==> config.mk <==
export PLATFORM = sky130hd
export DESIGN_NAME = spi_slave_rx
export DESIGN_NICKNAME = d
export VERILOG_FILES = /design/src/rtl/spi_pkg.sv /design/src/rtl/spi_sync.sv /design/src/rtl/spi_slave_rx.sv
export SDC_FILE = /design/constraint.sdc
export NUM_CORES = 1
export LEC_CHECK = 0
export BUFFER_PORTS_ARGS = -buffer_cell sky130_fd_sc_hd__buf_2
export CAP_MARGIN = 20
export CORE_MARGIN = 5
export CORE_UTILIZATION = 25
export DETAILED_ROUTE_END_ITERATION = 12
export PLACE_DENSITY = 0.47
export SYNTH_ARGS = -nofsm -noshare
export SYNTH_HDL_FRONTEND = slang
export SYNTH_SLANG_ARGS = --single-unit
==> constraint.sdc <==
create_clock -name clk -period 3.2 [get_ports clk]
set_input_delay 0.32 -clock clk [delete_from_list [all_inputs] [get_ports clk]]
set_output_delay 0.32 -clock clk [all_outputs]
set_load 0.05 [all_outputs]
==> src/rtl/spi_pkg.sv <==
// Shared SPI definitions: frame and synchronizer defaults plus the receive FSM state encoding.
package spi_pkg;

  localparam int unsigned DataWDefault      = 16;
  localparam int unsigned SyncStagesDefault = 2;

  typedef enum logic [1:0] {
    StWaitIdle = 2'd0,
    StIdle     = 2'd1,
    StShift    = 2'd2,
    StDone     = 2'd3
  } spi_state_e;

endpackage

==> src/rtl/spi_sync.sv <==
// Multi-flop synchronizer for a single asynchronous bit, with a configurable reset value.
module spi_sync #(
  parameter int unsigned Stages   = 2,
  parameter logic        ResetVal = 1'b0
) (
  input  logic clk,
  input  logic rst,
  input  logic d_i,
  output logic q_o
);

  logic [Stages-1:0] sync_q;

  // The cast drops the oldest stage, which keeps Stages == 1 legal.
  always_ff @(posedge clk or negedge rst) begin
    if (!rst) begin
      sync_q <= {Stages{ResetVal}};
    end else begin
      sync_q <= Stages'({sync_q, d_i});
    end
  end

  assign q_o = sync_q[Stages-1];

endmodule

==> src/rtl/spi_slave_rx.sv <==
// SPI receive-only slave: synchronizes CS/SCK/MOSI into clk, shifts frames MSB first and
// hands each completed frame to a valid/ready output register with overrun and framing flags.
module spi_slave_rx
  import spi_pkg::*;
#(
  parameter int unsigned DATA_W      = DataWDefault,
  parameter int unsigned SYNC_STAGES = SyncStagesDefault
) (
  input  logic              clk,
  input  logic              rst,
  input  logic              spi_cs_l,
  input  logic              spi_clk,
  input  logic              spi_data,
  output logic [DATA_W-1:0] rx_data,
  output logic              rx_valid,
  input  logic              rx_ready,
  output logic              overrun,
  output logic              frame_err,
  output logic [4:0]        counter
);

  localparam int unsigned CntW = 5;
  localparam logic [CntW-1:0] LastBit = CntW'(DATA_W - 1);

  logic cs_s, sck_s, mosi_s;

  spi_sync #(.Stages(SYNC_STAGES), .ResetVal(1'b1)) u_sync_cs (
    .clk (clk),
    .rst (rst),
    .d_i (spi_cs_l),
    .q_o (cs_s)
  );

  spi_sync #(.Stages(SYNC_STAGES), .ResetVal(1'b0)) u_sync_sck (
    .clk (clk),
    .rst (rst),
    .d_i (spi_clk),
    .q_o (sck_s)
  );

  spi_sync #(.Stages(SYNC_STAGES), .ResetVal(1'b0)) u_sync_mosi (
    .clk (clk),
    .rst (rst),
    .d_i (spi_data),
    .q_o (mosi_s)
  );

  spi_state_e              state_q;
  logic                    sck_prev_q;
  logic [DATA_W-1:0]       shift_q;
  logic [CntW-1:0]         counter_q;
  logic                    xfer_q;
  logic [DATA_W-1:0]       rx_data_q;
  logic                    rx_valid_q;
  logic                    overrun_q;
  logic                    frame_err_q;
  logic [SYNC_STAGES-1:0]  prime_q;

  logic sck_rise;
  logic primed;

  assign sck_rise = sck_s & ~sck_prev_q;
  // The CS synchronizer resets to "high"; only trust it once real samples have flushed through.
  assign primed   = prime_q[SYNC_STAGES-1];

  always_ff @(posedge clk or negedge rst) begin
    if (!rst) begin
      state_q     <= StWaitIdle;
      sck_prev_q  <= 1'b0;
      shift_q     <= '0;
      counter_q   <= '0;
      xfer_q      <= 1'b0;
      rx_data_q   <= '0;
      rx_valid_q  <= 1'b0;
      overrun_q   <= 1'b0;
      frame_err_q <= 1'b0;
      prime_q     <= '0;
    end else begin
      sck_prev_q  <= sck_s;
      prime_q     <= SYNC_STAGES'({prime_q, 1'b1});
      overrun_q   <= 1'b0;
      frame_err_q <= 1'b0;
      xfer_q      <= 1'b0;

      if (xfer_q) begin
        if (!rx_valid_q || rx_ready) begin
          rx_data_q  <= shift_q;
          rx_valid_q <= 1'b1;
        end else begin
          overrun_q  <= 1'b1;
        end
      end else if (rx_valid_q && rx_ready) begin
        rx_valid_q <= 1'b0;
      end

      unique case (state_q)
        StWaitIdle: begin
          if (primed && cs_s) begin
            state_q <= StIdle;
          end
        end
        StIdle: begin
          if (!cs_s) begin
            state_q   <= StShift;
            counter_q <= '0;
            shift_q   <= '0;
          end
        end
        StShift: begin
          // A CS rise takes priority over an edge seen in the same cycle.
          if (cs_s) begin
            if (counter_q != '0) begin
              frame_err_q <= 1'b1;
            end
            counter_q <= '0;
            state_q   <= StIdle;
          end else if (sck_rise) begin
            shift_q   <= {shift_q[DATA_W-2:0], mosi_s};
            counter_q <= counter_q + 1'b1;
            if (counter_q == LastBit) begin
              state_q <= StDone;
              xfer_q  <= 1'b1;
            end
          end
        end
        StDone: begin
          if (cs_s) begin
            state_q   <= StIdle;
            counter_q <= '0;
          end
        end
        default: state_q <= StWaitIdle;
      endcase
    end
  end

  assign rx_data   = rx_data_q;
  assign rx_valid  = rx_valid_q;
  assign overrun   = overrun_q;
  assign frame_err = frame_err_q;
  assign counter   = counter_q;

endmodule
# --- Word level (Yosys, flattened, before mapping) ---
# Index checks and enable logic that the tools add are counted.
word_totals:
  in_bits: 6
  word_cells: 70
  regBits: 52
  out_inout_bits: 24
op_classes:
  addsub: 1
  n_mux: 28
  reduce_logical: 14
  eq_ne: 12
  bitwise: 2
op_table:
  columns: ["operator", "n"]
  rows:
  - ["two-way mux 16 bit", 3]
  - ["case mux 16 bit (2 select lines)", 1]
  - ["two-way mux 5 bit", 4]
  - ["case mux 5 bit (3 select lines)", 1]
  - ["two-way mux 1 bit", 12]
  - ["two-way mux 2 bit", 6]
  - ["!= test 2 bit (second input constant)", 4]
  - ["case mux 2 bit (4 select lines)", 1]
  - ["AND reduction 4 bit", 2]
  - ["!= test 3 x 2 -> 1 bit (second input constant)", 2]
  - ["adder 5 x 1 -> 5 bit (second input constant)", 1]
  - ["equality test 5 x 4 -> 1 bit (second input constant)", 1]
  - ["AND reduction 5 bit", 1]
  - ["nonzero test 5 bit", 1]
  - ["equality test 2 bit (second input constant)", 2]
  - ["!= test 2 x 1 -> 1 bit (second input constant)", 2]
  - ["AND reduction 2 bit", 2]
  - ["nonzero test 2 bit", 2]
  - ["nonzero test 3 bit", 1]
  - ["equality test 2 x 1 -> 1 bit (second input constant)", 1]
  - ["logical AND 1 bit", 2]
  - ["logical NOT 2 bit", 1]
  - ["AND 1 bit", 1]
  - ["logical NOT 1 bit", 1]
  - ["other kinds (2)", 2]

# --- Longest topological paths before layout ---
depth:
  word_depth: 5
  mapped_depth: 7
  ltp_nobuf: 6

# --- Hierarchy ---
# From an unflattened synthesis, not the netlist that was laid out.
unflattened:
  hier_cells: 178
  area_unflattened_um2: 2093.3
modules_own_cells:
  columns: ["mod", "n_inst", "seq_area_each_um2", "cells_per_inst", "area_each_um2"]
  rows:
  - ["spi_slave_rx", 1, 1151.1, 172, 1940.6]
  - ["spi_sync at u_sync_mosi ...", 2, 50.0, 2, 50.0]
  - ["spi_sync at u_sync_cs", 1, 52.6, 2, 52.6]

# --- Least setup slack after synthesis ---
# No wires, ideal clock.
synth_path:
  path_type: "register to register"
  from: "reg counter_q[0] (netlist: counter[0])"
  to: "reg state_q[0]"
  setup_ns: 0.079
  required_ns: 3.121
  path_buffers: 0
  stages_incl_launch_ff: 7
  synth_period_minus_slack_ns: 1.680
  arrival_ns: 1.600
  setup_slack_ns: 1.520
  path_cell_list: "dfrtp_1 > ha_1 > and3_1 > ha_1 > a21o_1 > nand2_1 > mux2i_1"
synth_via:
  elab_chain_len: 3
synth_rtl:
  columns: ["element", "line", "rtl"]
  rows:
  - ["from (decl)", "spi_slave_rx.sv:51", "logic [CntW-1:0] counter_q;"]
  - ["from (signal assigned)", "spi_slave_rx.sv:119", "counter_q <= counter_q + 1'b1;"]
  - ["equality test 5 x 4 -> 1 bit", "spi_slave_rx.sv:120", "if (counter_q == LastBit) begin"]
  - ["!= test 3 x 2 -> 1 bit (no source line)", null, null]
  - ["AND reduction 5 bit (no source line)", null, null]
  - ["to (signal assigned)", "spi_slave_rx.sv:116", "state_q <= StIdle;"]
  - ["to (signal assigned)", "spi_slave_rx.sv:121", "state_q <= StDone;"]
  - ["to (signal assigned)", "spi_slave_rx.sv:128", "state_q <= StIdle;"]
  - ["to (decl)", "spi_slave_rx.sv:48", "spi_state_e state_q;"]
# Every way passes these cells.
# A chain may end at the register's enable or synchronous reset.

# --- Worst setup path in the final report ---
layout_path:
  from: "reg state_q[0]"
  to: "reg counter_q[0] (netlist: counter[0])"
layout_via:
  elab_chain_len: 3
  word_cells_on_any_way: 9
  classes_between: "eq/ne: 6; mux: 1; reduce/logical: 2"
layout_rtl:
  columns: ["element", "line", "rtl"]
  rows:
  - ["from (signal assigned)", "spi_slave_rx.sv:68", "state_q <= StWaitIdle;"]
  - ["from (signal assigned)", "spi_slave_rx.sv:99", "state_q <= StIdle;"]
  - ["from (signal assigned)", "spi_slave_rx.sv:104", "state_q <= StShift;"]
  - ["equality test 2 bit / equality test 2 x 1 -> 1 bit (equally long branches)", "spi_slave_rx.sv:96", "unique case (state_q)"]
  - ["!= test 3 x 2 -> 1 bit (no source line) (tied with other cells)", null, null]
  - ["AND reduction 4 bit (no source line)", null, null]
# Parallel ways exist; a longest one is shown, timed or not.

==> run_results.csv <==
group,metric,value,unit
clocking,post_cts_resized,0,
worst_setup_path,cp.required,3.45,ns
drt,drt_iter0_markers,59,
clocking,cts_max_path_buffers,2,
worst_setup_path,timing_worst_setup_path_type,"flip-flop to flip-flop",
sta,timing.slew.headroom,0.448,
power_and_ir_drop,worst_ir_drop_vdd,0.225,mV
drt,routed_wl,3.71,mm
worst_setup_path,setup.reg_to_reg.worst_slack,1.21,ns
power_and_ir_drop,power,1.24,mW
floorplan,io_pins,30,
worst_setup_path,regToRegEndpoint,"counter[0]",
place,place_hpwl,2.61,mm
sta,finalWorstSetupSlack,1.21,ns
synth,netlist_instances,146,
global_route,grt_max_degree,39,
synth,synth.distinct_cells,30,
floorplan,die_height,100,um
worst_setup_path,crit-reg2reg-launch,"state_q[0]",
drt,drt_first_pass_iters,4,
worst_setup_path,critPathMaxFanout,18,
synth,post_synth_xor_area_fraction,0,
drt,detail-route-antenna-nets,0,
worst_setup_path,critical_path_cell_count,6,
synth,mux_cell_area_share_after_synthesis,0.104,
power_and_ir_drop,power.share.combinational,0.161,
finish,flow.area_growth_from_synthesis,16.7,%
worst_setup_path,ff2ff_path_depth,6,
worst_setup_path,critical_path_arrival,2.24,ns
finish,layout.cells.most_common,"dfrtp_1",
global_route,globalRoute.totalOverflow,0,
global_route,grt_util_all_layers,0.0816,
synth,synth_adder_area_share,0.0491,
floorplan,num_rows,33,
clocking,cts_hold_buf,0,
finish,postLayoutCoreUtil,0.294,
clocking,cts_inserted_buffers,5,
power_and_ir_drop,internal_power,0.900,mW
floorplan,die_area,10100,um2
sta,hold_violations,0,
clocking,ctsHtreeMaxLevel,2,
global_route,first_global_vias,1179,
global_route,grt_first_pass_wirelength,6.36,mm
clocking,post-cts-setup-buffers,0,
place,cell_area_after_placement,2300,um2
place,gpl.final_weighted_congestion,0.777,
synth,synth_top_flop_cell,"dfrtp_1",
synth,synth.ff_latch_count,52,
sta,transition_at_the_pin_with_the_smallest_max_transition_slack,0.828,ns
floorplan,core_area,8090,um2
finish,nNetsFinal,192,
global_route,grt_antenna_before_repair,0,
power_and_ir_drop,p_sw_frac,0.276,
power_and_ir_drop,p_leak,1.23,nW
clocking,tritoncts_num_sinks,52,
place,post-place-cells,276,
synth,seq_area_frac_synth,0.639,
worst_setup_path,setup.worst_path.start_class,"flip-flop",
sta,finalSetupViolCount,0,
drt,num_vias,1187,
synth,mappedNetlistNets,160,
worst_setup_path,critical-path-max-stage-delay,0.56,ns
power_and_ir_drop,p_sw,0.343,mW
sta,fmaxAchievable,0.501,GHz
finish,layout_common_cells,"dfrtp_1 (50), buf_2 (29), a22o_1 (18), mux2_2 (17), ha_1 (8)",
sta,min_period,1.99,ns
finish,insertedDiodeCount,0,
worst_setup_path,cpLargestDelayFamily,"simple AND/OR/NAND/NOR gates",
worst_hold_path,hold_path_class,"input pin to asynchronous set/reset pin",
finish,final_instance_area,2380,um2
power_and_ir_drop,power_per_cell_area,522,nW/um2
clocking,insertion_delay,0.30,ns
drt,post-route-drc-count,0,
synth,syn-cell-area,2040,um2
synth,synth_simple_gate_area_frac,0.0712,
finish,post_layout_nonfiller_instances,283,
floorplan,initial_core_util,0.252,
sta,final.setup.tns,0,ns
sta,finalClockSkew,0.00867,ns
worst_setup_path,cp_slowest_cell,"and2_1",
finish,final_layout_size_suffix_gt1_frac,0.320,
power_and_ir_drop,clock_power_share,0.282,
synth,yosys_warnings,0,
synth,synth_top_family_by_area,"compound AO/OA/AOI/OAI gates",
worst_setup_path,path_common_cell,"and2_1",
flow_run,total_of_max_cap_violations,0,
power_and_ir_drop,sequentialPowerShare,0.557,
clocking,cts.root.buffer_cell,"clkbuf_8",
place,io_buffer_count,29,
synth,synth-edff-count,0,
clocking,cts_tree,"built",
sta,rsz0062_at_grt,"false",
drt,post_drt_via_cell_ratio,4.19,
floorplan,chipWidth,100,um
synth,asyncSetResetFlopFracSynth,1.00,
worst_setup_path,critical_path_cell_by_cell,"inv_1 > ha_1 > nor2b_1 > and2_1 > and2_1 > mux2_2",
sta,fin_worst_hold_slack,0.104,ns
synth,avgSynthCellArea,14.0,um2
sta,fin_crit_sh,0.623,
drt,average_wire_per_cell_in_the_routed_design,13.1,um
status,status,"completed",
clocking,clkTransAtPathRegs,0.09,ns
worst_setup_path,worstSetupEndpointType,"flip-flop",
synth,synth_compound_gate_area_share,0.110,
place,dpl_worst_slack,1.21,ns
worst_setup_path,cp.buffers_inverters,1,
sta,report.final.slew_viol_count,0,
==> state kept, by name, indices dropped and copies added, names as in the netlist <==
| signal | count |
|---|---|
| counter | 5 |
| frame_err | 1 |
| overrun | 1 |
| prime_q | 2 |
| rx_data | 16 |
| rx_valid | 1 |
| sck_prev_q | 1 |
| shift_q | 16 |
| state_q | 2 |
| u_sync_cs.sync_q | 2 |
| u_sync_mosi.sync_q | 2 |
| u_sync_sck.sync_q | 2 |
| xfer_q | 1 |
==> cell families (layout without fill, tap and decap cells) <==
| kind of cell | after synthesis | count (layout) |
|---|---|---|
| AND/OR/NAND/NOR | 26 | 26 |
| flip-flops | 52 | 52 |
| multiplexers | 19 | 19 |
| other | 1 | 1 |
| AO/OA/AOI/OAI | 28 | 28 |
| buffers and inverters | 12 | 44 |
| adder cells (fa/ha/maj) | 8 | 8 |
==> layer usage <==
layer	wire length, um	track usage	share of wire
met3	178	0.0299	0.048
met4	80	0.0373	0.022
met2	1630	0.113	0.44
met1	1830	0.113	0.49
met5	0	0	0
==> synthesized netlist by cell type (2+ instances only) <==
master	number	share of area
dfrtp_1	50	0.61
a22o_1	18	0.077
mux2_2	17	0.094
ha_1	8	0.049
inv_1	7	0.013
nand2_1	6	0.011
nand2b_1	3	0.0092
nand3_1	3	0.0074
nor2b_1	3	0.0092
o21ai_0	3	0.0074
a21oi_1	2	0.0049
and2_1	2	0.0061
and3_1	2	0.0061
buf_2	2	0.0049
clkbuf_1	2	0.0037
dfstp_2	2	0.026
mux2i_1	2	0.0098
nor2_1	2	0.0037
==> power groups by stage <==
stage | Clock (mW) | Combinational (mW) | Sequential, mW
after floorplan | 0 | 0.150 | 0.706
after global placement | 0 | 0.206 | 0.706
after detailed placement | 0 | 0.204 | 0.707
after CTS | 0.374 | 0.205 | 0.694
after global routing | 0.399 | 0.230 | 0.698
final | 0.350 | 0.200 | 0.693
==> how the worst max path moves through the flow <==
stage,start,end,slack (ns)
floorplan,counter[0],state_q[0],1.52
global placement,state_q[0],counter[0],1.25
detailed placement,state_q[0],counter[4],1.21
CTS,state_q[0],counter[4],1.21
global route,state_q[0],counter[4],1.04
finish,state_q[0],counter[0],1.21
==> cell type report <==
type	count	area, um2
fill	871	5710
clock inverter	2	12.5
clock buffer	5	68.8
timing repair buffer	30	153
sequential	52	1300
tap	105	131
multi-input combinational	82	684
inverter	7	26.3
Note: power is estimated with default switching activity, not from simulation.
